File: src/rtl/parity_frame_accumulator.sv
// Streaming per-frame parity generator/checker with a registered result slot,
// valid/ready handshakes on both sides and a saturating parity-error counter.
module parity_frame_accumulator #(
    parameter int width      = 8,
    parameter int odd        = 1,
    parameter int max_beats  = 15,
    parameter int beat_width = 4,
    parameter int cnt_width  = 8
) (
    input  logic                  clk,
    input  logic                  rst_x,
    input  logic                  i_valid,
    output logic                  o_ready,
    input  logic [width-1:0]      i_data,
    input  logic                  i_last,
    input  logic                  i_check,
    input  logic                  i_parity,
    output logic                  o_valid,
    input  logic                  i_ready,
    output logic                  o_parity,
    output logic [beat_width-1:0] o_beats,
    output logic                  o_error,
    output logic                  o_overrun,
    input  logic                  i_clear,
    output logic [cnt_width-1:0]  o_err_count
);

    typedef enum logic {
        IDLE,
        ACCUM
    } state_t;

    localparam logic [beat_width-1:0] last_beat = beat_width'(max_beats);
    localparam logic                  odd_bit   = (odd != 0);

    state_t                state;
    logic                  acc;
    logic [beat_width-1:0] beat;

    logic                  accept;
    logic                  acc_n;
    logic [beat_width-1:0] beat_n;
    logic                  frame_end;
    logic                  parity_n;
    logic                  err_n;
    logic                  load;

    // A pending result only blocks input while the consumer is stalling it.
    assign o_ready = !o_valid || i_ready;
    assign accept  = i_valid && o_ready;

    always_comb begin
        acc_n     = acc ^ (^i_data);
        beat_n    = (state == IDLE) ? beat_width'(1) : beat + beat_width'(1);
        frame_end = i_last || (beat_n == last_beat);
        parity_n  = acc_n ^ odd_bit;
        err_n     = i_check && (i_parity != parity_n);
        load      = accept && frame_end;
    end

    always_ff @(posedge clk or negedge rst_x) begin
        if (!rst_x) begin
            state       <= IDLE;
            acc         <= 1'b0;
            beat        <= '0;
            o_valid     <= 1'b0;
            o_parity    <= 1'b0;
            o_beats     <= '0;
            o_error     <= 1'b0;
            o_overrun   <= 1'b0;
            o_err_count <= '0;
        end else begin
            if (accept) begin
                if (frame_end) begin
                    state <= IDLE;
                    acc   <= 1'b0;
                    beat  <= '0;
                end else begin
                    state <= ACCUM;
                    acc   <= acc_n;
                    beat  <= beat_n;
                end
            end

            // A same-cycle load beats a drain, so back-to-back frames keep o_valid high.
            if (load) begin
                o_valid   <= 1'b1;
                o_parity  <= parity_n;
                o_beats   <= beat_n;
                o_error   <= err_n;
                o_overrun <= !i_last;
            end else if (i_ready) begin
                o_valid <= 1'b0;
            end

            if (i_clear) begin
                o_err_count <= '0;
            end else if (load && err_n && (o_err_count != '1)) begin
                o_err_count <= o_err_count + cnt_width'(1);
            end
        end
    end

endmodule

File: config.mk
export PLATFORM = sky130hd
export DESIGN_NAME = parity_frame_accumulator
export DESIGN_NICKNAME = d
export VERILOG_FILES = /design/src/rtl/parity_frame_accumulator.sv
export SDC_FILE = /design/constraint.sdc
export NUM_CORES = 1
export LEC_CHECK = 0
export ABC_AREA = 1
export ABC_CLOCK_PERIOD_IN_PS = 4200
export BUFFER_PORTS_ARGS = -buffer_cell sky130_fd_sc_hd__buf_4
export CAP_MARGIN = 20
export CORE_MARGIN = 1.5
export CORE_UTILIZATION = 29
export DETAILED_ROUTE_END_ITERATION = 12
export GPL_ROUTABILITY_DRIVEN = 0
export PLACE_DENSITY = 0.54
export SLEW_MARGIN = 5
export SYNTH_ARGS = -nofsm -noshare
export SYNTH_HDL_FRONTEND = slang
export SYNTH_SLANG_ARGS = --single-unit
File: constraint.sdc
create_clock -name clk -period 4.2 [get_ports clk]
set_input_delay 0.21 -clock clk [delete_from_list [all_inputs] [get_ports clk]]
set_output_delay 0.21 -clock clk [all_outputs]
set_load 0.01 [all_outputs]
==> results by group, run 1 <==
Placement
  – Buffers added on ports: 32
  – Pre-CTS setup slack: 2.236 ns
  – Cell Area, Placed: 1618 sq um
  – Detailed Place HPWL: 2122 microns

Drt
  – Routed length per instance: 10.23 microns
  – Post-detailed-route via-to-cell ratio: 4.509
  – Iteration count of the initial detailed-routing pass: 4
  – Remaining antenna violation count after routing: 0
  – Routed vias: 1231
  – DRT iter0 DRCs: 69
  – DRC violations left: 0
  – Total routed wirelength: 2794 microns

Clocking
  – Setup Buffers After CTS: 0
  – Number of buffers added to fix hold violations after cts: 1
  – Number of gates resized after cts: 0
  – TritonCTS clock tree: yes
  – Clock-pin slew of the registers on the worst-case setup and hold paths: 0.09 ns
  – Htree depth: 1
  – Clock net sink count: 22
  – Bufs on Longest Clock Path: 2
  – Number of CTS-inserted buffers: 3
  – Insertion delay to the later sink of the worst-skew pair: 0.27 ns
  – CTS Root Cell: sky130_fd_sc_hd__clkbuf_8

Yosys
  – Share of Yosys cell area claimed by the top area cell type: 0.4171
  – Distinct cells, synth: 28
  – Cell types with the highest counts after synthesis: sky130_fd_sc_hd__nand2_1, sky130_fd_sc_hd__inv_1, sky130_fd_sc_hd__dfrtp_1
  – Net count after synthesis: 204
  – Top cells by area in the synthesized netlist: sky130_fd_sc_hd__dfrtp_1, sky130_fd_sc_hd__nand2_1, sky130_fd_sc_hd__nand3_1, sky130_fd_sc_hd__inv_1, sky130_fd_sc_hd__o21ai_0
  – Average cell area after synthesis: 7.097 sq um
  – Post-synthesis cell type with the largest combined area: sky130_fd_sc_hd__dfrtp_1
  – Post-Syn Instances: 186
  – Number of flops mapped to enable cells by yosys: 0
  – Flip-flop and latch count after synthesis: 22
  – Ys flop type: sky130_fd_sc_hd__dfrtp_1
  – Number of warnings issued by yosys: 0
  – Share of synthesized flip-flops with an asynchronous set or reset: 1.000
  – Syn Std Cell Area: 1320 sq um
  – Part of the Yosys area used for sequential elements: 0.4171
  – Cell with the most instances after synthesis: sky130_fd_sc_hd__nand2_1

Outcome
  – Outcome: completed

Die
  – FP Rows: 24
  – Floorplan core area: 4354 sq um
  – DIE HEIGHT: 70.47 microns
  – IO Pins: 33
  – X dimension of the die: 70.47 microns
  – Die area: 4965 sq um
  – Effective utilization at floorplan: 0.3032

Pwr
  – Total Power: 582.8 uW
  – Power per cell area: 343.0 nW/um^2
  – Leakage dissipation: 0.0009445 uW
  – Max VDD drop: 181.9 uV

STA
  – Final Critical Period: 1.976 ns
  – Number of hold violations in the final report: 0
  – Final period utilization: 0.4706
  – Max-slew violation total from the final report: 0
  – Min setup slack post-route: 2.224 ns
  – Unrepaired setup endpoints after global routing: false
  – Max Freq: 0.5060 GHz
  – Slew at the pin closest to its max-slew limit: 0.2920 ns
  – Worst relative slew slack: 0.8041
  – Final worst clock skew: 0.007189 ns
  – # setup viols final: 0
  – Worst slack on hold paths: 0.1587 ns
  – Final-layout setup total negative slack: 0 ns

Final layout
  – Area growth from synthesis to final layout: 28.72%
  – Post-layout net count: 240
  – Multi-input logic area: 649.4 sq um
  – Number of antenna cells inserted: 0
  – Filler cell count: 458
  – Final standard cell area without fillers: 1699 sq um
  – Storage cell area: 550.5 sq um
  – Share of cells above drive strength 1: 0.2081

Flow run
  – Maximum capacitance violations: 0

Worst setup path
  – Number of buffers and inverters on the critical path: 1
  – WP data required: 4.40 ns
  – CP max-delay cell: sky130_fd_sc_hd__dfrtp_1
  – Family with the most delay on the worst path: simple AND/OR/NAND/NOR gates
  – Largest fanout on the critical path: 14
  – Type of the setup path with the least slack: flop to flop
  – Type of origin of the critical path: flop
  – CP Cell Sequence: ha_1 > nand2_1 > inv_1 > nand4_1 > o21ai_2 > nand2_2 > nor2_4 > nand3_4 > nand2_4 > nand2_1 > nand2_1
  – Nature of the critical path endpoint: flop
  – Cell with the most instances on the worst path: sky130_fd_sc_hd__nand2_1
  – Slowest cell delay on critical path: 0.43 ns
  – Data arrival at the endpoint of the critical path: 2.18 ns

Hold path
  – Class of the tightest hold or removal check: input port to flop

GRT
  – Number of global-route vias before repair: 1167
  – Global routing usage summed across all routing layers: 0.1200
  – Global-route wire length before repair: 4892 microns
  – Pin count of the biggest net entering global routing: 23
  – Antenna violations before repair: 0
  – GRT Residual Overflow: 0
## worst paths after layout
check | start | to | slack, ns | cells after the start
max in group asynchronous | rst_x | o_err_count[7] | 3.61 | 2
hold / removal | i_last | o_overrun | 0.16 | 2
setup reg to reg | beat[0] | o_err_count[2] | 2.22 | 11
hold reg to reg | o_overrun | o_overrun | 0.50 | 2
setup / recovery | beat[0] | o_err_count[2] | 2.22 | 11
min in group asynchronous | rst_x | o_beats[1] | 0.36 | 2
## power by group
part	leakage [uW]	internal [uW]	switching, uW
Combinational	0.000617	60.5	71.9
Sequential	0.000292	233	16.7
Clock	0.0000357	127	73.4
Total	0.000944	421	162
## registers in the layout, indices dropped and copies added, names as in the netlist
name	cells
o_beats	4
o_parity	1
state	1
o_valid	1
o_error	1
beat	4
o_overrun	1
o_err_count	8
acc	1
## worst register-to-register path, cell delays in order (launching register included)
cell	delay, ns
sky130_fd_sc_hd__dfrtp_1	0.43
sky130_fd_sc_hd__ha_1	0.29
sky130_fd_sc_hd__nand2_1	0.07
sky130_fd_sc_hd__inv_1	0.06
sky130_fd_sc_hd__nand4_1	0.10
sky130_fd_sc_hd__o21ai_2	0.18
sky130_fd_sc_hd__nand2_2	0.20
sky130_fd_sc_hd__nor2_4	0.17
sky130_fd_sc_hd__nand3_4	0.14
sky130_fd_sc_hd__nand2_4	0.14
sky130_fd_sc_hd__nand2_1	0.06
sky130_fd_sc_hd__nand2_1	0.07
## cells by family after synthesis
kind of cell / after synthesis / synth area share
xor gates and xnor gates: 2 / 0.01327
and+or+nand+nor: 110 / 0.3706
muxes: 1 / 0.008530
AOI/OAI and AO/OA: 17 / 0.08057
adders and majority gates: 2 / 0.01895
buffers and inverters: 32 / 0.09099
DFF: 22 / 0.4171
## area by class of cell
type / count / area share
multi-input cells: 132 / 0.3822
flip-flops and latches: 22 / 0.3240
repair buffers: 33 / 0.1473
inverters: 30 / 0.06627
well taps: 52 / 0.03829
clock buffers: 3 / 0.02430
clock inverters: 1 / 0.01767
## cell usage in the layout, fill, tap and decap left out, drive strengths merged, types with 3 or more instances in the layout
cell type,n
buf,32
nand2,72
nand3,22
o21ai,8
dfrtp,22
inv,29
clkbuf,3
nor2,10
## metal layers
metal / part of all wire / up-vias / global-route usage
met2: 0.48 / 16 / 0.2044
met1: 0.49 / 555 / 0.1554
li1: - / 658 / -
met5: 0 / - / 0
met3: 0.026 / 2 / 0.02597
met4: 0.0036 / 0 / 0.02564
## per-stage QoR
stage / cells / utilization
finish: 273 / 0.3902
global route: 273 / 0.3902
CTS: 273 / 0.3902
detailed placement: 268 / 0.3716
global placement: 268 / 0.3716
floorplan: 186 / -
Note: power is estimated with default switching activity, not from simulation.
==> run 2: changes to the inputs <==
- ABC_AREA: 1 -> 0
- ABC_CLOCK_PERIOD_IN_PS: 4200 -> 1800
- PLACE_DENSITY: 0.54 -> 0.56
- clock period: 4.2 -> 1.8 ns (I/O delays scaled with it)
==> results by group, run 2 <==
Outcome
  – Outcome: complete, but fails checks
  – Failing checks: setup timing

Clocking
  – Number of CTS-inserted buffers: 3
  – Insertion delay to the later sink of the worst-skew pair: 0.26 ns
  – Clock-pin slew of the registers on the worst-case setup and hold paths: 0.08 ns
  – Bufs on Longest Clock Path: 2
  – Clock net sink count: 22
  – CTS Root Cell: sky130_fd_sc_hd__clkbuf_8
  – TritonCTS clock tree: yes
  – Htree depth: 1

Yosys
  – Top cells by area in the synthesized netlist: sky130_fd_sc_hd__dfrtp_1, sky130_fd_sc_hd__nand2_1, sky130_fd_sc_hd__o21ai_0, sky130_fd_sc_hd__a21oi_1, sky130_fd_sc_hd__xnor3_1
  – Cell with the most instances after synthesis: sky130_fd_sc_hd__dfrtp_1
  – Number of warnings issued by yosys: 0
  – Share of Yosys cell area claimed by the top area cell type: 0.4504
  – Part of the Yosys area used for sequential elements: 0.4504
  – Net count after synthesis: 143
  – Distinct cells, synth: 33
  – Cell types with the highest counts after synthesis: sky130_fd_sc_hd__dfrtp_1, sky130_fd_sc_hd__nand2_1, sky130_fd_sc_hd__o21ai_0
  – Average cell area after synthesis: 9.779 sq um
  – Post-synthesis cell type with the largest combined area: sky130_fd_sc_hd__dfrtp_1
  – Ys flop type: sky130_fd_sc_hd__dfrtp_1
  – Post-Syn Instances: 125
  – Syn Std Cell Area: 1222 sq um
  – Number of flops mapped to enable cells by yosys: 0
  – Share of synthesized flip-flops with an asynchronous set or reset: 1.000
  – Flip-flop and latch count after synthesis: 22

Drt
  – Routed length per instance: 14.68 microns
  – Post-detailed-route via-to-cell ratio: 5.046
  – DRC violations left: 0
  – DRT iter0 DRCs: 27
  – Remaining antenna violation count after routing: 0
  – Iteration count of the initial detailed-routing pass: 4
  – Routed vias: 1206
  – Total routed wirelength: 3508 microns

GRT
  – Antenna violations before repair: 0
  – GRT Residual Overflow: 0
  – Global routing usage summed across all routing layers: 0.1583
  – Pin count of the biggest net entering global routing: 23
  – Number of global-route vias before repair: 1230
  – Global-route wire length before repair: 5471 microns

Pwr
  – Total Power: 1704 uW
  – Power per cell area: 870.9 nW/um^2
  – Leakage dissipation: 0.0009095 uW
  – Max VDD drop: 401.6 uV

Worst setup path
  – Timing startpoint of the critical path: beat[0]
  – Setup slack of the worst register-to-register path: -0.31 ns
  – CP max-delay cell: sky130_fd_sc_hd__or4_1
  – WP data required: 1.99 ns
  – Nature of the critical path endpoint: flop
  – Slowest cell delay on critical path: 0.50 ns
  – Data arrival at the endpoint of the critical path: 2.30 ns
  – FF-to-FF path depth: 6
  – Cell with the most instances on the worst path: sky130_fd_sc_hd__a21oi_2
  – Destination of the worst register-to-register timing path: o_err_count[3]
  – CP Cell Sequence: ha_4 > and4b_1 > a21oi_2 > or3_4 > or4_1 > a21oi_2
  – Type of the setup path with the least slack: flop to flop
  – Largest fanout on the critical path: 5
  – Worst reg2reg path startpoint: beat[0]
  – Type of origin of the critical path: flop

Placement
  – Detailed Place HPWL: 2491 microns
  – Buffers added on ports: 32
  – Pre-CTS setup slack: -0.3186 ns
  – Cell Area, Placed: 1750 sq um

STA
  – Final worst clock skew: 0.003037 ns
  – Worst relative slew slack: 0.7503
  – Number of hold violations in the final report: 0
  – Max Freq: 0.4746 GHz
  – Final Critical Period: 2.107 ns
  – # setup viols final: 8
  – Min setup slack post-route: -0.3069 ns
  – Final period utilization: 1.170
  – Max-slew violation total from the final report: 0
  – Slew at the pin closest to its max-slew limit: 0.3706 ns
  – Unrepaired setup endpoints after global routing: true

Final layout
  – Biggest regs: o_err_count (8), beat (4), o_beats (4)
  – Filler cell count: 381
  – Share of cells above drive strength 1: 0.4762
  – Post-layout net count: 208
  – Storage cell area: 550.5 sq um
  – Multi-input logic area: 793.3 sq um
  – Most frequent cells in the layout: sky130_fd_sc_hd__buf_4, sky130_fd_sc_hd__dfrtp_1, sky130_fd_sc_hd__nand2_1, sky130_fd_sc_hd__o21ai_0, sky130_fd_sc_hd__a21oi_2
  – Area growth from synthesis to final layout: 60.08%
  – Register name with the most flops: o_err_count
  – Final standard cell area without fillers: 1957 sq um
  – Largest register FFs: 8
  – Most common cell after layout, fill and taps aside: sky130_fd_sc_hd__buf_4
  – Number of antenna cells inserted: 0

Flow run
  – Maximum capacitance violations: 0

Hold path
  – Hold worst-path end: o_overrun
  – Worst hold stages: 2
  – Class of the tightest hold or removal check: input port to flop
  – Launch instance of the worst min-delay path: i_last

Die
  – Effective utilization at floorplan: 0.3034
  – IO Pins: 33
  – Floorplan core area: 4029 sq um
  – DIE HEIGHT: 67.93 microns
  – Die area: 4614 sq um
  – FP Rows: 23
  – X dimension of the die: 67.93 microns
## run 2: per-stage QoR
step           setup TNS (ns)    util  std cells  hold WS [ns]
3_5_place_dp           -2.253  0.4345        231     -0.003435
6_report               -1.946  0.4857        239       0.03874
2_1_floorplan          -1.503       -        125       -0.2056
4_1_cts                -1.937  0.4693        239       0.02922
3_3_place_gp           -1.838  0.4345        231     -0.006517
5_1_grt                -2.428  0.4857        239       0.03103
## run 2: report_power, final
part,switching (uW),internal (uW),total [uW]
sequential,40.3,550,590
clock,163,297,460
combinational,330,324,654
## run 2: routing by layer
metal  vias to the layer above  global-route usage  part of all wire  routed length [microns]
li1                        586                   -                 -                        -
met1                       596              0.2012              0.44                     1544
met2                        22              0.2791              0.51                     1793
met3                         2             0.02467             0.040                      142
met4                         0             0.04000            0.0077                       27
met5                         -                   0                 0                        0
## run 2: logic make-up after synthesis
group | after synthesis | synth area share
adder cells (fa/ha/maj) | 2 | 0.02047
buffers and inverters | 5 | 0.02149
XOR/XNOR | 10 | 0.1187
AND/OR/NAND/NOR | 52 | 0.2190
flip-flops | 22 | 0.4504
multiplexers | 2 | 0.01842
AO/OA/AOI/OAI | 32 | 0.1515
## run 2: how the worst max path moves through the flow
| stage | end | slack [ns] |
|---|---|---|
| 2_1_floorplan | o_err_count[5] | -0.37 |
| 3_3_place_gp | o_err_count[7] | -0.28 |
| 3_5_place_dp | o_err_count[7] | -0.32 |
| 4_1_cts | o_err_count[4] | -0.29 |
| 5_1_grt | o_err_count[7] | -0.36 |
| 6_report | o_err_count[3] | -0.31 |
## run 2: final cells by class
type | instances | area share
Clock buffer | 3 | 0.02110
Clock inverter | 1 | 0.01535
Inverter | 1 | 0.001918
Multi-Input combinational cell | 100 | 0.4054
Sequential cell | 22 | 0.2813
Tap cell | 50 | 0.03197
Timing Repair Buffer | 62 | 0.2430
## run 2: repair_timing
item	4_1_cts	5_1_grt
cloned	2	0
setup buffers	1	0
hold endpoints to repair	22	0
gates resized for setup	8	15
pin swaps	4	3
endpoints found under the setup margin	9	14
hold buffers	1	0
## run 2: critical path: cells and delay by family, from the launching register on
| family | cells | cell delay (ns) |
|---|---|---|
| flops | 1 | 0.43 |
| compound gates | 2 | 0.23 |
| fa+ha+maj | 1 | 0.28 |
| simple gates | 3 | 1.10 |
